$ cat src/rtl/alu_seq_pkg.sv
// rtl/alu_seq_pkg.sv - opcode and FSM state types for alu_seq (MUL_BUSY only with ALU_SEQ_MUL_EN)
package alu_seq_pkg;

   typedef enum logic [3:0] {
      OP_AND   = 4'd0,
      OP_OR    = 4'd1,
      OP_XOR   = 4'd2,
      OP_NOT   = 4'd3,
      OP_ADDU  = 4'd4,
      OP_ADDS  = 4'd5,
      OP_SUBU  = 4'd6,
      OP_SUBS  = 4'd7,
      OP_MULU  = 4'd8,
      OP_SHL   = 4'd9,
      OP_SHR   = 4'd10,
      OP_SRA   = 4'd11,
      OP_CMPU  = 4'd12,
      OP_CMPS  = 4'd13,
      OP_ILL14 = 4'd14,
      OP_ILL15 = 4'd15
   } op_e;

`ifdef ALU_SEQ_MUL_EN
   typedef enum logic [1:0] {IDLE = 2'd0, MUL_BUSY = 2'd1, DONE = 2'd2} state_e;
`else
   typedef enum logic [1:0] {IDLE = 2'd0, DONE = 2'd2} state_e;
`endif

   localparam logic [3:0] OP_ILLEGAL_MIN = 4'd14;

endpackage

$ cat src/rtl/alu_seq_mul.sv
// rtl/alu_seq_mul.sv - radix-2 shift-add multiplier, WIDTH iterations between start and done
module alu_seq_mul #(
   parameter int WIDTH = 8
) (
   input  logic               clk,
   input  logic               rst_n,
   input  logic               start,
   input  logic [WIDTH-1:0]   a,
   input  logic [WIDTH-1:0]   b,
   output logic               done,
   output logic [2*WIDTH-1:0] product
);
   localparam int CW = $clog2(WIDTH) + 1;

   logic [WIDTH-1:0]   mcand;
   logic [2*WIDTH-1:0] acc;
   logic [CW-1:0]      cnt;
   logic               busy;
   logic [WIDTH:0]     partial;

   // acc low half starts as the multiplier and is consumed LSB-first as the product shifts in
   assign partial = {1'b0, acc[2*WIDTH-1:WIDTH]} + (acc[0] ? {1'b0, mcand} : '0);
   assign product = {partial, acc[WIDTH-1:1]};
   assign done    = busy && (cnt == CW'(WIDTH - 1));

   always_ff @(posedge clk) begin
      if (!rst_n) begin
         busy  <= 1'b0;
         cnt   <= '0;
         acc   <= '0;
         mcand <= '0;
      end else if (start) begin
         busy  <= 1'b1;
         cnt   <= '0;
         acc   <= {{WIDTH{1'b0}}, b};
         mcand <= a;
      end else if (busy) begin
         acc <= product;
         cnt <= cnt + 1'b1;
         if (done) begin
            busy <= 1'b0;
         end
      end
   end

endmodule

$ cat src/rtl/alu_seq.sv
// rtl/alu_seq.sv - registered handshaked ALU; MULU via alu_seq_mul when ALU_SEQ_MUL_EN is defined
module alu_seq
   import alu_seq_pkg::*;
#(
   parameter int WIDTH = 8
) (
   input  logic               clk,
   input  logic               rst_n,
   input  logic               in_valid,
   output logic               in_ready,
   input  logic [3:0]         op,
   input  logic [WIDTH-1:0]   a,
   input  logic [WIDTH-1:0]   b,
   output logic               out_valid,
   input  logic               out_ready,
   output logic [2*WIDTH-1:0] result,
   output logic               overflow,
   output logic               error
);
   localparam int SW = $clog2(WIDTH);
   localparam int DW = 2 * WIDTH;

   state_e         state;
   op_e            op_sel;
   logic           accept;
   logic [SW-1:0]  sh;
   logic [WIDTH:0] sum_u;
   logic [WIDTH:0] dif_u;
   logic [DW-1:0]  alu_res;
   logic           alu_ovf;
   logic           alu_err;

   assign op_sel    = op_e'(op);
   assign sh        = b[SW-1:0];
   assign in_ready  = (state == IDLE) || ((state == DONE) && out_ready);
   assign accept    = in_valid && in_ready;
   assign out_valid = (state == DONE);
   assign sum_u     = {1'b0, a} + {1'b0, b};
   assign dif_u     = {1'b0, a} - {1'b0, b};

   // MULU and the reserved codes fall to default; with the multiplier built, MULU never uses this path
   always_comb begin
      alu_res = '0;
      alu_ovf = 1'b0;
      alu_err = 1'b0;
      case (op_sel)
         OP_AND:  alu_res = {{WIDTH{1'b0}}, a & b};
         OP_OR:   alu_res = {{WIDTH{1'b0}}, a | b};
         OP_XOR:  alu_res = {{WIDTH{1'b0}}, a ^ b};
         OP_NOT:  alu_res = {{WIDTH{1'b0}}, ~a};
         OP_ADDU: begin
            alu_res = {{(WIDTH-1){1'b0}}, sum_u};
            alu_ovf = sum_u[WIDTH];
         end
         OP_ADDS: begin
            alu_res = {{WIDTH{sum_u[WIDTH-1]}}, sum_u[WIDTH-1:0]};
            alu_ovf = (a[WIDTH-1] == b[WIDTH-1]) && (sum_u[WIDTH-1] != a[WIDTH-1]);
         end
         OP_SUBU: begin
            alu_res = {{WIDTH{1'b0}}, dif_u[WIDTH-1:0]};
            alu_ovf = dif_u[WIDTH];
         end
         OP_SUBS: begin
            alu_res = {{WIDTH{dif_u[WIDTH-1]}}, dif_u[WIDTH-1:0]};
            alu_ovf = (a[WIDTH-1] != b[WIDTH-1]) && (dif_u[WIDTH-1] != a[WIDTH-1]);
         end
         OP_SHL:  alu_res = {{WIDTH{1'b0}}, a} << sh;
         OP_SHR:  alu_res = {{WIDTH{1'b0}}, a >> sh};
         OP_SRA:  alu_res = $signed({{WIDTH{a[WIDTH-1]}}, a}) >>> sh;
         OP_CMPU: alu_res = {{(DW-3){1'b0}}, a > b, a == b, a < b};
         OP_CMPS: alu_res = {{(DW-3){1'b0}}, $signed(a) > $signed(b), a == b,
                             $signed(a) < $signed(b)};
         default: alu_err = 1'b1;
      endcase
   end

`ifdef ALU_SEQ_MUL_EN
   logic          mul_done;
   logic [DW-1:0] mul_product;

   alu_seq_mul #(.WIDTH(WIDTH)) u_mul (
      .clk     (clk),
      .rst_n   (rst_n),
      .start   (accept && (op_sel == OP_MULU)),
      .a       (a),
      .b       (b),
      .done    (mul_done),
      .product (mul_product)
   );
`endif

   always_ff @(posedge clk) begin
      if (!rst_n) begin
         state    <= IDLE;
         result   <= '0;
         overflow <= 1'b0;
         error    <= 1'b0;
      end else if (accept) begin
`ifdef ALU_SEQ_MUL_EN
         if (op_sel == OP_MULU) begin
            state <= MUL_BUSY;
         end else
`endif
         begin
            state    <= DONE;
            result   <= alu_res;
            overflow <= alu_ovf;
            error    <= alu_err;
         end
      end
`ifdef ALU_SEQ_MUL_EN
      else if (state == MUL_BUSY) begin
         if (mul_done) begin
            state    <= DONE;
            result   <= mul_product;
            overflow <= 1'b0;
            error    <= 1'b0;
         end
      end
`endif
      else if ((state == DONE) && out_ready) begin
         state <= IDLE;
      end
   end

endmodule
$ cat config.mk
export PLATFORM = sky130hd
export DESIGN_NAME = alu_seq
export DESIGN_NICKNAME = d
export VERILOG_FILES = /design/src/rtl/alu_seq_pkg.sv /design/src/rtl/alu_seq_mul.sv /design/src/rtl/alu_seq.sv
export SDC_FILE = /design/constraint.sdc
export NUM_CORES = 1
export LEC_CHECK = 0
export BUFFER_PORTS_ARGS = -buffer_cell sky130_fd_sc_hd__buf_4
export CAP_MARGIN = 15
export CORE_ASPECT_RATIO = 1.75
export CORE_UTILIZATION = 60
export DETAILED_ROUTE_END_ITERATION = 8
export HOLD_SLACK_MARGIN = 0.15
export PLACE_DENSITY = 0.83
export SETUP_SLACK_MARGIN = 0.1
export SLEW_MARGIN = 40
export SYNTH_ARGS = -nofsm -noshare
export SYNTH_HDL_FRONTEND = slang
export SYNTH_SLANG_ARGS = --single-unit
export TNS_END_PERCENT = 1
$ cat constraint.sdc
create_clock -name clk -period 6.3 [get_ports clk]
set_input_delay 1.26 -clock clk [delete_from_list [all_inputs] [get_ports clk]]
set_output_delay 1.26 -clock clk [all_outputs]
set_load 0.01 [all_outputs]
==> impl_metrics.ini <==
[outcome]
run_status = finished, final reports clean

[drt]
drt_iter0_markers = 143
ant_nets = 0
met3_wirelength_from_detailed_routing_um = 533
wl_met2_um = 4670
met1_wl_um = 3250
top_layer = met4
vias_per_cell = 6.73
drcViolationCount = 0
drt_pre_antenna_iters = 5
vias = 3015
wl_per_cell_um = 20.4
total_routed_length_um = 9120

[setup_path]
cp.arrival_ns = 3.72
crit_path_cell_trace = buf_4, inv_1, ha_1, a211oi_1, o211ai_1, nand2_1, mux2i_1, nor3_1, a311oi_2
cp_num_buf_inv = 2
cell_family_with_the_largest_share_of_critical_path_delay = compound AO/OA/AOI/OAI gates
crit_required_ns = 6.46
crit_path_top_delay_cell = sky130_fd_sc_hd__mux2i_1
timing_worst_setup_path_type = in -> reg
crit_path_start_kind = primary input
worst-path-max-fanout = 23
endpoint_kind = flip-flop
crit_path_max_incr_delay_ns = 0.43

[pwr]
power.total_uw = 429
cellLeakagePower_uw = 0.00136
powerDensity_mw_per_mm2 = 133
vdd_ir_max_mv = 0.153

[clock_network]
post_cts_resize_count = 0
cts-root-buf = sky130_fd_sc_hd__clkbuf_8
post_cts.repair.setup_buffers = 0
cts.reportedPaths.clkPinSlew_ns = 0.06
worstSkewPairLatency_ns = 0.25
cts.hold.buffers_added = 0
cts-root-to-sink-buffers = 2
tritoncts_clock_tree = yes
cts_made_buffers = 3
clock-sinks = 19
cts-htree-levels = 1

[grt]
pin_count_of_the_biggest_net_entering_global_routing = 29
globalRouteOverflowTotal = 0
grt_first_pass_wirelength_um = 13800
grt_antenna_before_repair = 0
grtUsageTotal_pct = 37.0
grt_pass1_vias = 2843

[sta]
fin_worst_skew_ns = 0.00639
totalNegativeSetupSlack_ns = 0
setup_viol = 0
relative_slew_slack_pct = 54.2
layout_worst_path_cycle_share_pct = 56.6
fmax_mhz = 280
period_minus_slack_ns = 3.57
rsz_0062_raised_after_global_routing = false
report.final.hold_viol_count = 0
hold_ws_ns = 0.447
drv_slew = 0
worst_max_slew_pin_slew_ns = 0.685

[synth]
async_flop_share_pct = 0
cell_area_synth_mm2 = 0.00294
ys_types = 71
synth_most_common_cell = sky130_fd_sc_hd__nand2_1
mappedNetlistNets = 427
synthDominantAreaCellType = sky130_fd_sc_hd__dfxtp_1
synth.area.top_cells = sky130_fd_sc_hd__dfxtp_1 (13%), sky130_fd_sc_hd__ha_1 (12%), sky130_fd_sc_hd__mux4_2 (12%)
synth_edf_count = 0
seq_cells_post_synth = 19
top_cells_by_count_synth = sky130_fd_sc_hd__nand2_1 (36), sky130_fd_sc_hd__nor2_1 (34), sky130_fd_sc_hd__inv_1 (33), sky130_fd_sc_hd__ha_1 (27), sky130_fd_sc_hd__a21oi_1 (20)
synth-main-ff-cell = sky130_fd_sc_hd__dfxtp_1
synth_top_area_share_pct = 13.0
ys_warn_count = 0
sequential_area_share_after_synthesis_pct = 13.0
syn-mean-instance-area_um2 = 7.85
synthCells = 374

[placed_design]
gp_congestion = 0.997
dpl.hpwl_um = 7230
dpl-instance-area_mm2 = 0.00317
buffer_ports.inserted = 43

[floorplan]
die-width_um = 54.9
fp.coreArea_mm2 = 0.00471
die_area_mm2 = 0.00519
design.portCount = 44
std_cell_rows = 33
vertical_die_dimension_um = 94.5
initial_core_utilization_pct = 62.4

[hold_path]
hp-class = reg -> reg

[finish]
layout.area.seq_um2 = 380
finalInstanceArea_mm2 = 0.00322
final_layout_fill_cell_count = 441
layout.core_utilization_pct = 68.3
nNetsFinal = 450
antenna_cells_inserted = 0
area.growth.synth_to_final_pct = 9.55
post_route_cells_drive_above_1_share_pct = 18.7
multi_input_comb_area_mm2 = 0.00227

[flow_run]
max_cap_violations = 0
-- final cells by class --
class | instances | share of cell area [%]
sequential | 19 | 11.8
multi-input combinational | 296 | 70.7
timing repair buffer | 43 | 10.0
inverter | 34 | 3.97
tap | 52 | 2.02
clock buffer | 4 | 1.40
-- sequential cells by signal, indices dropped and copies added, names as in the netlist --
register and flops:
result 16, error 1, overflow 1, state 1
-- logic make-up after synthesis --
logic type / share of synthesized area [%]
compound gates: 25.6
simple gates: 22.0
mux: 14.4
xor+xnor: 2.69
flops: 13.0
buf+inv: 9.55
fa+ha+maj: 12.9
-- placed cells by master, fill, tap and decap left out, types with 4 or more instances in the layout --
master,netlist,final
sky130_fd_sc_hd__ha_1,27,27
sky130_fd_sc_hd__nor2b_1,4,4
sky130_fd_sc_hd__nand2b_1,5,5
sky130_fd_sc_hd__nand2_1,36,36
sky130_fd_sc_hd__nor3_1,11,11
sky130_fd_sc_hd__xnor2_1,6,6
sky130_fd_sc_hd__o211ai_1,7,7
sky130_fd_sc_hd__a22oi_1,4,4
sky130_fd_sc_hd__o21ai_1,13,13
sky130_fd_sc_hd__mux4_2,15,15
sky130_fd_sc_hd__a211oi_1,5,5
sky130_fd_sc_hd__buf_4,2,43
sky130_fd_sc_hd__nor4_1,4,4
sky130_fd_sc_hd__inv_1,33,33
sky130_fd_sc_hd__mux2i_1,5,5
sky130_fd_sc_hd__dfxtp_1,19,19
sky130_fd_sc_hd__nand3_1,14,14
sky130_fd_sc_hd__a31oi_1,4,4
sky130_fd_sc_hd__nor2_1,34,34
sky130_fd_sc_hd__o21ai_0,15,15
sky130_fd_sc_hd__a21oi_1,20,20
-- tightest hold or removal path, stage by stage (launching register included) --
cell and delay [ns]:
sky130_fd_sc_hd__dfxtp_1 0.31, sky130_fd_sc_hd__nand2_1 0.05, sky130_fd_sc_hd__nand2_1 0.04
-- stage by stage --
stage,std cells,setup slack (ns)
after global routing,448,2.54
after global placement,444,2.62
after CTS,448,2.77
after floorplan,374,3.11
final,448,2.73
after detailed placement,444,2.53
-- routing by layer --
metal	track usage (%)	vias to the layer above
met5	0	-
met3	3.22	40
met1	39.8	1404
met2	62.9	158
li1	-	1413
met4	27.6	0
-- worst paths after layout --
kind,start,end,slack [ns],cells after the start
max,b[1],result[7],2.73,9
min,result[15],result[15],0.45,2
max reg2reg,state[1],result[5],4.67,6
min reg2reg,result[15],result[15],0.45,2
-- where the power goes --
group	switching (µW)	internal, µW	total, µW
combinational	130	88.3	218
clock	36.5	44.8	81.3
sequential	3.47	126	130
No activity file was read; power rests on OpenSTA's default activity.
